===== config.mk =====
export PLATFORM = sky130hd
export DESIGN_NAME = rr_arb4_32
export DESIGN_NICKNAME = d
export VERILOG_FILES = /design/src/rtl/rr_arb4_32.sv
export SDC_FILE = /design/constraint.sdc
export NUM_CORES = 1
export LEC_CHECK = 0
export ABC_AREA = 0
export CAP_MARGIN = 25
export CORE_MARGIN = 2
export CORE_UTILIZATION = 34
export CTS_BUF_LIST = sky130_fd_sc_hd__clkbuf_4 sky130_fd_sc_hd__clkbuf_8
export DETAILED_ROUTE_END_ITERATION = 16
export MAX_ROUTING_LAYER = met4
export PLACE_DENSITY = 0.92
export SLEW_MARGIN = 20
export SYNTH_ARGS = -nofsm -noshare
export SYNTH_HDL_FRONTEND = slang
export SYNTH_SLANG_ARGS = --single-unit

===== constraint.sdc =====
create_clock -name clk -period 1.9 [get_ports clk]
set_input_delay 0.38 -clock clk [delete_from_list [all_inputs] [get_ports clk]]
set_output_delay 0.38 -clock clk [all_outputs]
set_load 0.01 [all_outputs]

===== src/rtl/rr_arb4_32.sv =====
// Round-robin 4:1 select stage feeding a fourmux32, with a one-entry output register.
// Latency: 1 cycle from accept (req_v & req_rdy) to y/y_v.
// Backpressure: while y is held (y_v & !y_rdy) no channel is accepted; full rate while y_rdy=1.

module fourmux32 #(
  parameter int WIDTH = 32
) (
  input  logic [1:0]       s,
  input  logic [WIDTH-1:0] d0,
  input  logic [WIDTH-1:0] d1,
  input  logic [WIDTH-1:0] d2,
  input  logic [WIDTH-1:0] d3,
  output logic [WIDTH-1:0] y
);
  always_comb begin
    y = d0;
    case (s)
      2'd0: y = d0;
      2'd1: y = d1;
      2'd2: y = d2;
      2'd3: y = d3;
      default: y = d0;
    endcase
  end
endmodule

module rr_arb4_32 #(
  parameter int WIDTH = 32
) (
  input  logic             clk,
  input  logic             rst,
  input  logic [3:0]       req_v,
  input  logic [WIDTH-1:0] d0,
  input  logic [WIDTH-1:0] d1,
  input  logic [WIDTH-1:0] d2,
  input  logic [WIDTH-1:0] d3,
  output logic [3:0]       req_rdy,
  output logic [1:0]       s,
  output logic [WIDTH-1:0] y,
  output logic             y_v,
  input  logic             y_rdy,
  output logic [1:0]       y_src
);
  logic [1:0]       last;
  logic [1:0]       gidx;
  logic [1:0]       cand;
  logic             hit;
  logic             load;
  logic [WIDTH-1:0] y_mux;

  // Search starts just after the last winner; last itself is checked last so a lone requester is re-granted.
  always_comb begin
    hit  = 1'b0;
    gidx = last;
    cand = last;
    for (int k = 1; k <= 4; k++) begin
      cand = last + 2'(k);
      if (!hit && req_v[cand]) begin
        hit  = 1'b1;
        gidx = cand;
      end
    end
  end

  assign load    = !y_v || y_rdy;
  assign s       = rst ? 2'd0 : gidx;
  assign req_rdy = (!rst && load && hit) ? (4'b0001 << gidx) : 4'b0000;

  fourmux32 #(.WIDTH(WIDTH)) u_mux (
    .s  (s),
    .d0 (d0),
    .d1 (d1),
    .d2 (d2),
    .d3 (d3),
    .y  (y_mux)
  );

  always_ff @(posedge clk) begin
    if (rst) begin
      y     <= '0;
      y_v   <= 1'b0;
      y_src <= 2'd0;
      last  <= 2'd3;
    end else if (load) begin
      if (hit) begin
        y     <= y_mux;
        y_v   <= 1'b1;
        y_src <= gidx;
        last  <= gidx;
      end else begin
        y_v <= 1'b0;
      end
    end
  end
endmodule


==> metrics.md, run 1 <==
| Metric | Value |
|---|---|
| Vias in the first global route | `between 2000 and 3000` |
| Area of the die | `7060 µm²` |
| CTS buffer count | `5` |
| Run status | `finished with violations` |
| Clock-pin slew on the worst setup and hold paths | `about 80 ps` |
| CTS Buffer Depth | `2` |
| Seq/Total Area, Yosys | `about a third` |
| CP Launch Point | `last[0]$_SDFFE_PP1P_` |
| Gpl congestion | `0.871` |
| Fmax | `between 500 and 600 MHz` |
| R2r setup slk | `70 ps` |
| Syn Nets | `403` |
| Hold Slack | `around 460 ps` |
| WS Path Type | `reg -> out` |
| Slew Limit Fails | `0` |
| Mapped Cells | `268` |
| GRT Util Overall | `around 25%` |
| Worst reg2reg path endpoint | `y[18]$_SDFFE_PP0P_` |
| Core region area | `6280 µm²` |
| Tmin final | `1920 ps` |
| Pre-CTS WS | `-750 ps` |
| Asr flop ratio synth | `0%` |
| Area Overhead vs Synth | `99.8%` |
| Layout Cells excl Fill | `531` |
| Number of enable flip-flop cells after synthesis | `0` |
| Die Y | `84.0 µm` |
| Synth cell types | `31` |
| RSZ-0062 raised after global routing | `yes` |
| Routed WL | `around 9500 µm` |
| # diodes | `0` |
| Post-synthesis register bit count | `37` |
| Violated checks | `setup timing` |
| Syn Std Cell Area | `2180 µm²` |
| Vias per std cell | `about 5.5` |
| Post-CTS Hold Fix Bufs | `0` |
| Total gr overflow | `0` |
| Area share of the largest cell type after synthesis | `between 30% and 40%` |
| Layout cells sized above 1 | `17.2%` |
| Worst skew pair latency | `280 ps` |
| CTS tree | `built` |
| Worst setup SP type | `register` |
| Slew HR | `74.4%` |
| Crit path capture type | `output port` |
| IO buf count | `175` |
| Final Worst Setup Slack | `-22.3 ps` |
| Worst Skew | `1.92 ps` |
| Final count of hold timing violations | `0` |
| # H-tree levels | `2` |
| R2R depth | `8` |
| Hold Crit Class | `reg -> reg` |
| Inst Count DP | `513` |
| Setup crit end | `req_rdy[0]` |
| DRC | `0` |
| Period utilisation layout | `101%` |
| Final setup vio count | `2` |
| Req. time, crit path | `1520 ps` |
| WL per Instance | `between 15 and 20 µm` |
| Initial antenna violation count | `0` |
| Die W | `84.0 µm` |
| Most area-hungry cell type in the Yosys netlist | `dfxtp_1` |
| Initial Util | `34.7%` |
| Crit Path Max Fanout | `4` |
| Largest net degree at the start of global routing | `36` |
| Warnings from Yosys | `0` |
| Main flop type after synthesis | `dfxtp_1` |
| Top cells by area, synth | `dfxtp_1 (34%), nor3_1 (15%), o31ai_1 (11%)` |
| Worst-Margin Slew | `385 ps` |
| Row Count | `29` |
| Worst R2R Start | `last[0]$_SDFFE_PP1P_` |
| ANT nets after route | `0` |
| Max_cap viols | `0` |
| Via count | `2943` |
| Initial DRC Count | `around 110` |
| First-pass GRT wire length | `13900 µm` |
| Hold depth | `2` |
| Pleak | `1.56 nW` |
| First-pass DRT Iterations | `4` |
| Mean Syn Cell Area | `just over 8 µm²` |
| Cell Pwr Density | `622 nW/µm²` |
| Total clock sinks | `37` |
| IO Pins | `176` |
| Arr. time, crit path | `1540 ps` |
| Hpwl dp | `6360 µm` |
| Root Driver | `clkbuf_8` |
| Fillers | `499` |
| Worst VDD drop | `0.000400 V` |
| Nets | `588` |
==> worst min path at each step <==
| stage | from | end | slack (ps) |
|---|---|---|---|
| global placement | y[3]$_SDFFE_PP0P_ | y[3]$_SDFFE_PP0P_ | 430 |
| CTS | y[5]$_SDFFE_PP0P_ | y[5]$_SDFFE_PP0P_ | 460 |
| floorplan | y[0]$_SDFFE_PP0P_ | y[0]$_SDFFE_PP0P_ | 480 |
| global route | y[8]$_SDFFE_PP0P_ | y[8]$_SDFFE_PP0P_ | 480 |
| finish | y[5]$_SDFFE_PP0P_ | y[5]$_SDFFE_PP0P_ | 460 |
| detailed placement | y[5]$_SDFFE_PP0P_ | y[5]$_SDFFE_PP0P_ | 440 |
==> synthesized netlist by cell type (2+ instances only) <==
library cell and count:
a211oi_1 2, a21o_1 2, a21oi_1 4, and3_1 2, buf_2 18, buf_4 2
buf_6 3, clkbuf_1 4, dfxtp_1 37, nand2_1 33, nand2b_1 5, nor2_1 8
nor3_1 67, o21ai_0 2, o221ai_1 26, o221ai_2 6, o31ai_1 32, or2_2 2
==> cell usage in the layout, fill, tap and decap left out, types with 7 or more instances in the layout <==
cell / instances
nor3_1: 64
clkdlybuf4s50_1: 163
o221ai_1: 26
buf_4: 19
buf_2: 9
dfxtp_1: 35
nor2_1: 7
nand2_1: 33
o31ai_1: 32
==> critical path: stages, from the launching register on <==
cell,delay [ps]
dfxtp_4,360
nand2b_4,150
nor3b_4,160
a21oi_4,230
and3_1,210
buf_2,140
==> where the power goes <==
| group | switching, W | internal (W) | leakage (nW) |
|---|---|---|---|
| sequential | 0.0000573 | 0.000874 | 0.307 |
| combinational | 0.000549 | 0.000670 | 1.20 |
| clock | 0.000285 | 0.000269 | 0.0484 |
==> per-stage QoR <==
stage	area, µm²	setup TNS (ps)	power, W	util, %
after floorplan	2180	0	0.00142	-
after CTS	4210	-23.0	0.00264	67.1
after global placement	4060	-20740	0.00201	64.7
final	4350	-24.1	0.00270	69.3
after global routing	4350	-185	0.00284	69.3
after detailed placement	4060	-23680	0.00205	64.7
==> metal layers <==
layer	global-route usage [%]	wire (µm)	part of all wire [%]	up-vias
met5	-	0	0	-
met4	8.50	198	2.1	0
li1	-	-	-	1408
met3	4.15	591	6.2	18
met2	47.5	5140	54	139
met1	24.9	3520	37	1378
==> repair_timing <==
| item | CTS | global route |
|---|---|---|
| endpoints found under the setup margin | 39 | 26 |
| gates cloned | 0 | 1 |
| pin swaps | 7 | 14 |
| resized for setup | 51 | 25 |
| setup buffers | 2 | 7 |
==> flip-flops by register name (all words and copies together), names as in the netlist <==
signal	count
last	2
y	32
y_src	2
y_v	1
==> kinds of logic (layout without fill, tap and decap cells) <==
kind of cell    count (synthesis)  count (layout)  share of synthesized area (%)
flops                          37              37                           34.0
compound gates                 80              80                           31.5
buf+inv                        29             215                           7.59
simple gates                  122             122                           26.9
==> cell type report <==
type | count | area (µm²) | share of cell area [%]
Tap cell | 77 | 96.3 | 2.22
Sequential cell | 37 | 746 | 17.1
Inverter | 1 | 3.75 | 0.0863
Clock buffer | 6 | 76.3 | 1.75
Multi-Input combinational cell | 202 | 1380 | 31.6
Timing Repair Buffer | 206 | 2040 | 47.0
Clock inverter | 2 | 10.0 | 0.230
(Power assumes the default switching activity.)
==> run 2: changes to the inputs <==
- CTS_BUF_LIST: sky130_fd_sc_hd__clkbuf_4 sky130_fd_sc_hd__clkbuf_8 -> sky130_fd_sc_hd__clkbuf_8
==> run 2 against run 1 <==
Net effect:
- the flow still finishes with violations (setup timing)
- sequential power barely moved
- combinational power is essentially flat
- first-iteration DRC count decreased by 20%
- register-to-register slack about the same
- clock skew is 1.1 ps higher
- worst hold slack worse by 1.5 ps
- core utilization down 0.060 points
- non-clock buffer count unchanged
- highest routed layer unchanged
- power is 0.63% lower
- global-route usage is 0.11 points lower
==> metrics.md, run 2 (synthesis results as in run 1) <==
| Metric | Value |
|---|---|
| Hold_sp | `y[5]$_SDFFE_PP0P_` |
| Crit path largest cell delay | `370 ps` |
| Die W | `84.0 µm` |
| Worst R2R Start | `last[0]$_SDFFE_PP1P_` |
| Tmin final | `1930 ps` |
| CTS tree | `built` |
| Cell Pwr Density | `618 nW/µm²` |
| Via count | `around 2900` |
| Max_cap viols | `0` |
| Hold Crit Class | `reg -> reg` |
| Area Overhead vs Synth | `99.6%` |
| Vias per std cell | `5.53` |
| Row Count | `29` |
| Initial antenna violation count | `0` |
| Final Worst Setup Slack | `-26.0 ps` |
| Fmax | `approximately 520 MHz` |
| Routed WL | `9340 µm` |
| Final count of hold timing violations | `0` |
| Crit path capture type | `output port` |
| Commonest non-fill, non-tap cell in the layout | `clkdlybuf4s50_1` |
| Total gr overflow | `0` |
| # H-tree levels | `2` |
| ANT nets after route | `0` |
| Worst-Margin Slew | `381 ps` |
| GRT Util Overall | `24.6%` |
| Pleak | `1.56 nW` |
| Nets | `around 600` |
| Violated checks | `setup timing` |
| Hpwl dp | `6360 µm` |
| First-pass DRT Iterations | `4` |
| Largest Register | `y` |
| Post-layout util | `69.2%` |
| Area of the die | `7060 µm²` |
| Worst setup SP type | `register` |
| Worst VDD drop | `0.000400 V` |
| # diodes | `0` |
| Crit Path Max Fanout | `4` |
| CTS buffer count | `5` |
| R2r setup slk | `80 ps` |
| Gpl congestion | `0.871` |
| Most frequent cells in the layout | `clkdlybuf4s50_1 (163), nor3_1 (64), dfxtp_1 (35), nand2_1 (33), o31ai_1 (32)` |
| Largest net degree at the start of global routing | `36` |
| Max reg flops | `32` |
| WL per Instance | `17.6 µm` |
| Final Cell Area | `4350 µm²` |
| Dpl cell area | `between 4000 and 5000 µm²` |
| Core region area | `between 6000 and 7000 µm²` |
| RSZ-0062 raised after global routing | `yes` |
| WS Path Type | `reg -> out` |
| Worst skew pair latency | `~280 ps` |
| Die Y | `84.0 µm` |
| Slew HR | `74.6%` |
| Worst Skew | `approximately 3 ps` |
| Slew Limit Fails | `0` |
| Initial DRC Count | `86` |
| Run status | `finished with violations` |
| Total clock sinks | `37` |
| CP Launch Point | `last[0]$_SDFFE_PP1P_` |
| IO buf count | `roughly 180` |
| Initial Util | `between 30% and 40%` |
| Arr. time, crit path | `~1600 ps` |
| Req. time, crit path | `1520 ps` |
| IO Pins | `between 150 and 200` |
| Post-CTS Hold Fix Bufs | `0` |
| Vias in the first global route | `2989` |
| CTS Buffer Depth | `2` |
| Crit path max-delay cell type | `dfxtp_4` |
| CP cell instances | `nand2b_4 -> nor3b_4 -> a21oi_4 -> and3_1 -> buf_2` |
| Period utilisation layout | `101%` |
| First-pass GRT wire length | `~14000 µm` |
| Clock-pin slew on the worst setup and hold paths | `80 ps` |
| DRC | `0` |
| Final setup vio count | `2` |
| Root Driver | `clkbuf_8` |
| Largest registers | `y (32), last (2), y_src (2)` |
| Layout cells sized above 1 | `17.0%` |
| Hold Slack | `between 400 and 500 ps` |
-- run 2: cell count changes in the layout (fill, tap and decap cells not counted), sizes merged --
cell    delta
clkbuf     -1
inv        +1
-- run 2: layout make-up --
| type | instances | area (µm²) |
|---|---|---|
| Clock buffer | 5 | 68.8 |
| Clock inverter | 3 | 13.8 |
| Fill cell | 498 | 1930 |
| Inverter | 1 | 3.75 |
| Multi-Input combinational cell | 202 | 1380 |
| Sequential cell | 37 | 746 |
| Tap cell | 77 | 96.3 |
| Timing Repair Buffer | 206 | 2040 |
-- run 2: report_power, final --
group | switching (W) | internal [W] | total [W]
sequential | 0.0000569 | 0.000873 | 0.000930
clock | 0.000288 | 0.000249 | 0.000537
combinational | 0.000550 | 0.000670 | 0.00122
-- run 2: final timing paths --
path,endpoint,cells after the start
worst max-delay path,req_rdy[0],5
worst min-delay path,y[5]$_SDFFE_PP0P_,2
worst max register to register,y[23]$_SDFFE_PP0P_,8
worst min register to register,y[5]$_SDFFE_PP0P_,2
-- run 2: timing repair --
action | 4_1_cts | 5_1_grt
setup endpoints to repair | 39 | 26
gates cloned | 0 | 1
resized for setup | 51 | 25
setup buffers | 2 | 7
hold endpoints to repair | 0 | 0
pin swaps | 7 | 14
-- run 2: metal layers --
layer  part of all wire [%]  global-route usage [%]
met1                     38                    24.8
met5                      0                       -
met4                    1.7                    8.21
met2                     54                    47.3
met3                    6.1                    4.35
-- run 2: through the flow --
stage | worst slack (ps) | total power (W) | instances | TNS (ps)
final | -26.0 | 0.00269 | 531 | -30.5
after global routing | -77.7 | 0.00282 | 531 | -183
after CTS | -23.0 | 0.00262 | 523 | -23.0
after detailed placement | -750 | 0.00205 | 513 | -23680
after global placement | -689 | 0.00201 | 513 | -20740
after floorplan | 64.7 | 0.00142 | 268 | 0
-- run 2: worst max-delay path: cells and delay by family, from the launching register on --
family | cells | cell delay (ps)
buf+inv | 1 | 140
flops | 1 | 370
simple gates | 3 | 530
compound gates | 1 | 230
==> run 3: changes to the inputs <==
- CORE_UTILIZATION: 34 -> 25
- CTS_CLUSTER_DIAMETER: not set -> 100
- PLACE_DENSITY: 0.92 -> 0.73
==> run 3 against run 2 <==
Net effect:
- die area is 34% higher
- worst hold slack worse by 50 ps
- the run still ends with setup timing left
- highest routed layer unchanged
- non-clock buffer count is 4 higher
- clock skew is 3.7 ps higher
- critical path depth is 2 higher
- register-to-register slack hardly changed
- critical endpoint unchanged
- critical path type is now in -> out
- flip-flop and latch count stayed put
- core utilization is 16 points lower
==> metrics.md, run 3 (synthesis results as in run 1) <==
| Metric | Value |
|---|---|
| Fillers | `around 810` |
| Max_cap viols | `0` |
| Most frequent cells in the layout | `clkdlybuf4s50_1 (163), nor3_1 (64), dfxtp_1 (35), nand2_1 (33), o31ai_1 (31)` |
| GRT Util Overall | `19.5%` |
| Commonest non-fill, non-tap cell in the layout | `clkdlybuf4s50_1` |
| Core region area | `8590 µm²` |
| Largest Register | `y` |
| Arr. time, crit path | `1540 ps` |
| CTS buffer count | `5` |
| Worst reg2reg path endpoint | `y[31]$_SDFFE_PP0P_` |
| ANT nets after route | `0` |
| Initial DRC Count | `70` |
| Die W | `a little under 100 µm` |
| Cell Pwr Density | `658 nW/µm²` |
| Worst-Margin Slew | `between 400 and 500 ps` |
| Switching share of power | `30.3%` |
| IO buf count | `175` |
| Worst skew pair latency | `290 ps` |
| Worst VDD drop | `0.000426 V` |
| Initial antenna violation count | `0` |
| IO Pins | `176` |
| Area Overhead vs Synth | `110%` |
| Tmin final | `about 1900 ps` |
| P_sw | `0.000912 W` |
| Root Driver | `clkbuf_8` |
| Routed WL | `roughly 9600 µm` |
| Largest registers | `y (32), last (2), y_src (2)` |
| Slew HR | `approximately 70%` |
| Worst Skew | `a little under 7 ps` |
| Layout Cells excl Fill | `566` |
| Total clock sinks | `37` |
| Period utilisation layout | `101%` |
| Worst setup SP type | `input port` |
| Initial Util | `approximately 25%` |
| Hpwl dp | `6570 µm` |
| Hold Slack | `~400 ps` |
| Final setup vio count | `1` |
| Worst hold endpoint | `y_v$_SDFFE_PP0N_` |
| Fmax | `521 MHz` |
| Worst R2R Start | `last[0]$_SDFFE_PP1P_` |
| Nets | `just under 600` |
| Largest net degree at the start of global routing | `34` |
| P_int | `0.00209 W` |
| Clk pwr share | `27.1%` |
| R2r setup slk | `90 ps` |
| Total gr overflow | `0` |
| DRC | `0` |
| Req. time, crit path | `1520 ps` |
| Row Count | `34` |
| CTS Buffer Depth | `2` |
| Final count of hold timing violations | `0` |
| Pleak | `approximately 1.6 nW` |
| Die Y | `97.3 µm` |
| Vias per std cell | `5.20` |
| Final Worst Setup Slack | `-17.8 ps` |
| Crit path capture type | `output port` |
| Vias in the first global route | `2999` |
| # diodes | `0` |
| Via count | `2943` |
| Gpl congestion | `approximately 0.87` |
| Hold depth | `4` |
| Slew Limit Fails | `0` |
| Post-CTS Hold Fix Bufs | `0` |
| WL per Instance | `~17 µm` |
| Run status | `finished with violations` |
| Max reg flops | `32` |
| Hold Crit Class | `in -> reg` |
| RSZ-0062 raised after global routing | `yes` |
| Reg power frac | `31.0%` |
| Area of the die | `9470 µm²` |
| R2R depth | `6` |
| Layout cells sized above 1 | `19.9%` |
| Crit Path Max Fanout | `4` |
| First-pass DRT Iterations | `4` |
| First-pass GRT wire length | `14700 µm` |
| WS Path Type | `in -> out` |
| Pre-CTS WS | `-826 ps` |
| Inst Count DP | `547` |
| Combinational share of power | `about two fifths` |
| Clock-pin slew on the worst setup and hold paths | `approximately 80 ps` |
| Hold_sp | `y_rdy` |
| # H-tree levels | `2` |
| CTS tree | `built` |
| Violated checks | `setup timing` |
## run 3: cell types whose count changed in the layout (fill, tap and decap cells not counted), sizes merged
cell / before / now
buf: 39 / 42
clkinv: 2 / 1
clkdlybuf4s15: 0 / 1
bufinv: 0 / 2
dlymetal6s2s: 2 / 1
dlygate4sd2: 0 / 1
inv: 2 / 1
## run 3: worst max-delay path, stage by stage
cell and delay (ps):
buf_2 140, buf_6 130, nor4_4 330, a21o_1 190, nor2_4 60, and3_4 180
buf_6 110
## run 3: layout make-up
class / instances / area [µm²] / area share (%)
multi-input combinational: 202 / 1430 / 31.4
tap: 108 / 135 / 2.96
clock buffer: 5 / 68.8 / 1.51
inverter: 1 / 3.75 / 0.0821
clock inverter: 3 / 65.1 / 1.42
timing repair buffer: 210 / 2120 / 46.3
sequential: 37 / 746 / 16.3
## run 3: worst max-delay path by stage
| stage | slack [ps] | to | cells after the start | start |
|---|---|---|---|---|
| floorplan | 60 | req_rdy[3] | 6 | req_v[0] |
| global placement | -780 | req_rdy[3] | 7 | req_v[1] |
| detailed placement | -830 | req_rdy[3] | 7 | req_v[1] |
| CTS | -70 | y[12]$_SDFFE_PP0P_ | 8 | last[0]$_SDFFE_PP1P_ |
| global route | -50 | req_rdy[3] | 6 | last[0]$_SDFFE_PP1P_ |
| finish | -20 | req_rdy[0] | 7 | req_v[3] |
## run 3: layer usage
| metal | track usage (%) | vias up | share of wire [%] |
|---|---|---|---|
| met5 | - | - | 0 |
| met1 | 22.4 | 1396 | 42 |
| met4 | 5.56 | 0 | 0.85 |
| met3 | 4.39 | 8 | 6.3 |
| met2 | 34.2 | 112 | 51 |
| li1 | - | 1427 | - |
## run 3: timing repair
action                                  4_1_cts  5_1_grt
buffers inserted                              5        6
gates cloned                                  1        1
pin swaps                                    12       18
endpoints found under the setup margin       39       38
gates resized for setup                      62       22
## run 3: power by group through the flow
stage	registers (W)	logic (W)	clock network, W
after floorplan	0.000979	0.000442	0
after global placement	0.000938	0.00113	0
after global routing	0.000942	0.00135	0.000862
after detailed placement	0.000943	0.00114	0
final	0.000931	0.00126	0.000814
after CTS	0.000930	0.00120	0.000844
## run 3: stage by stage
| stage | total power [W] | util, % | TNS (ps) | instance area, µm² |
|---|---|---|---|---|
| after floorplan | 0.00142 | - | 0 | 2180 |
| after global placement | 0.00207 | 48.3 | -18890 | 4150 |
| after detailed placement | 0.00209 | 48.3 | -21380 | 4150 |
| after CTS | 0.00298 | 51.3 | -441 | 4410 |
| after global routing | 0.00315 | 53.2 | -167 | 4570 |
| final | 0.00301 | 53.2 | -17.8 | 4570 |
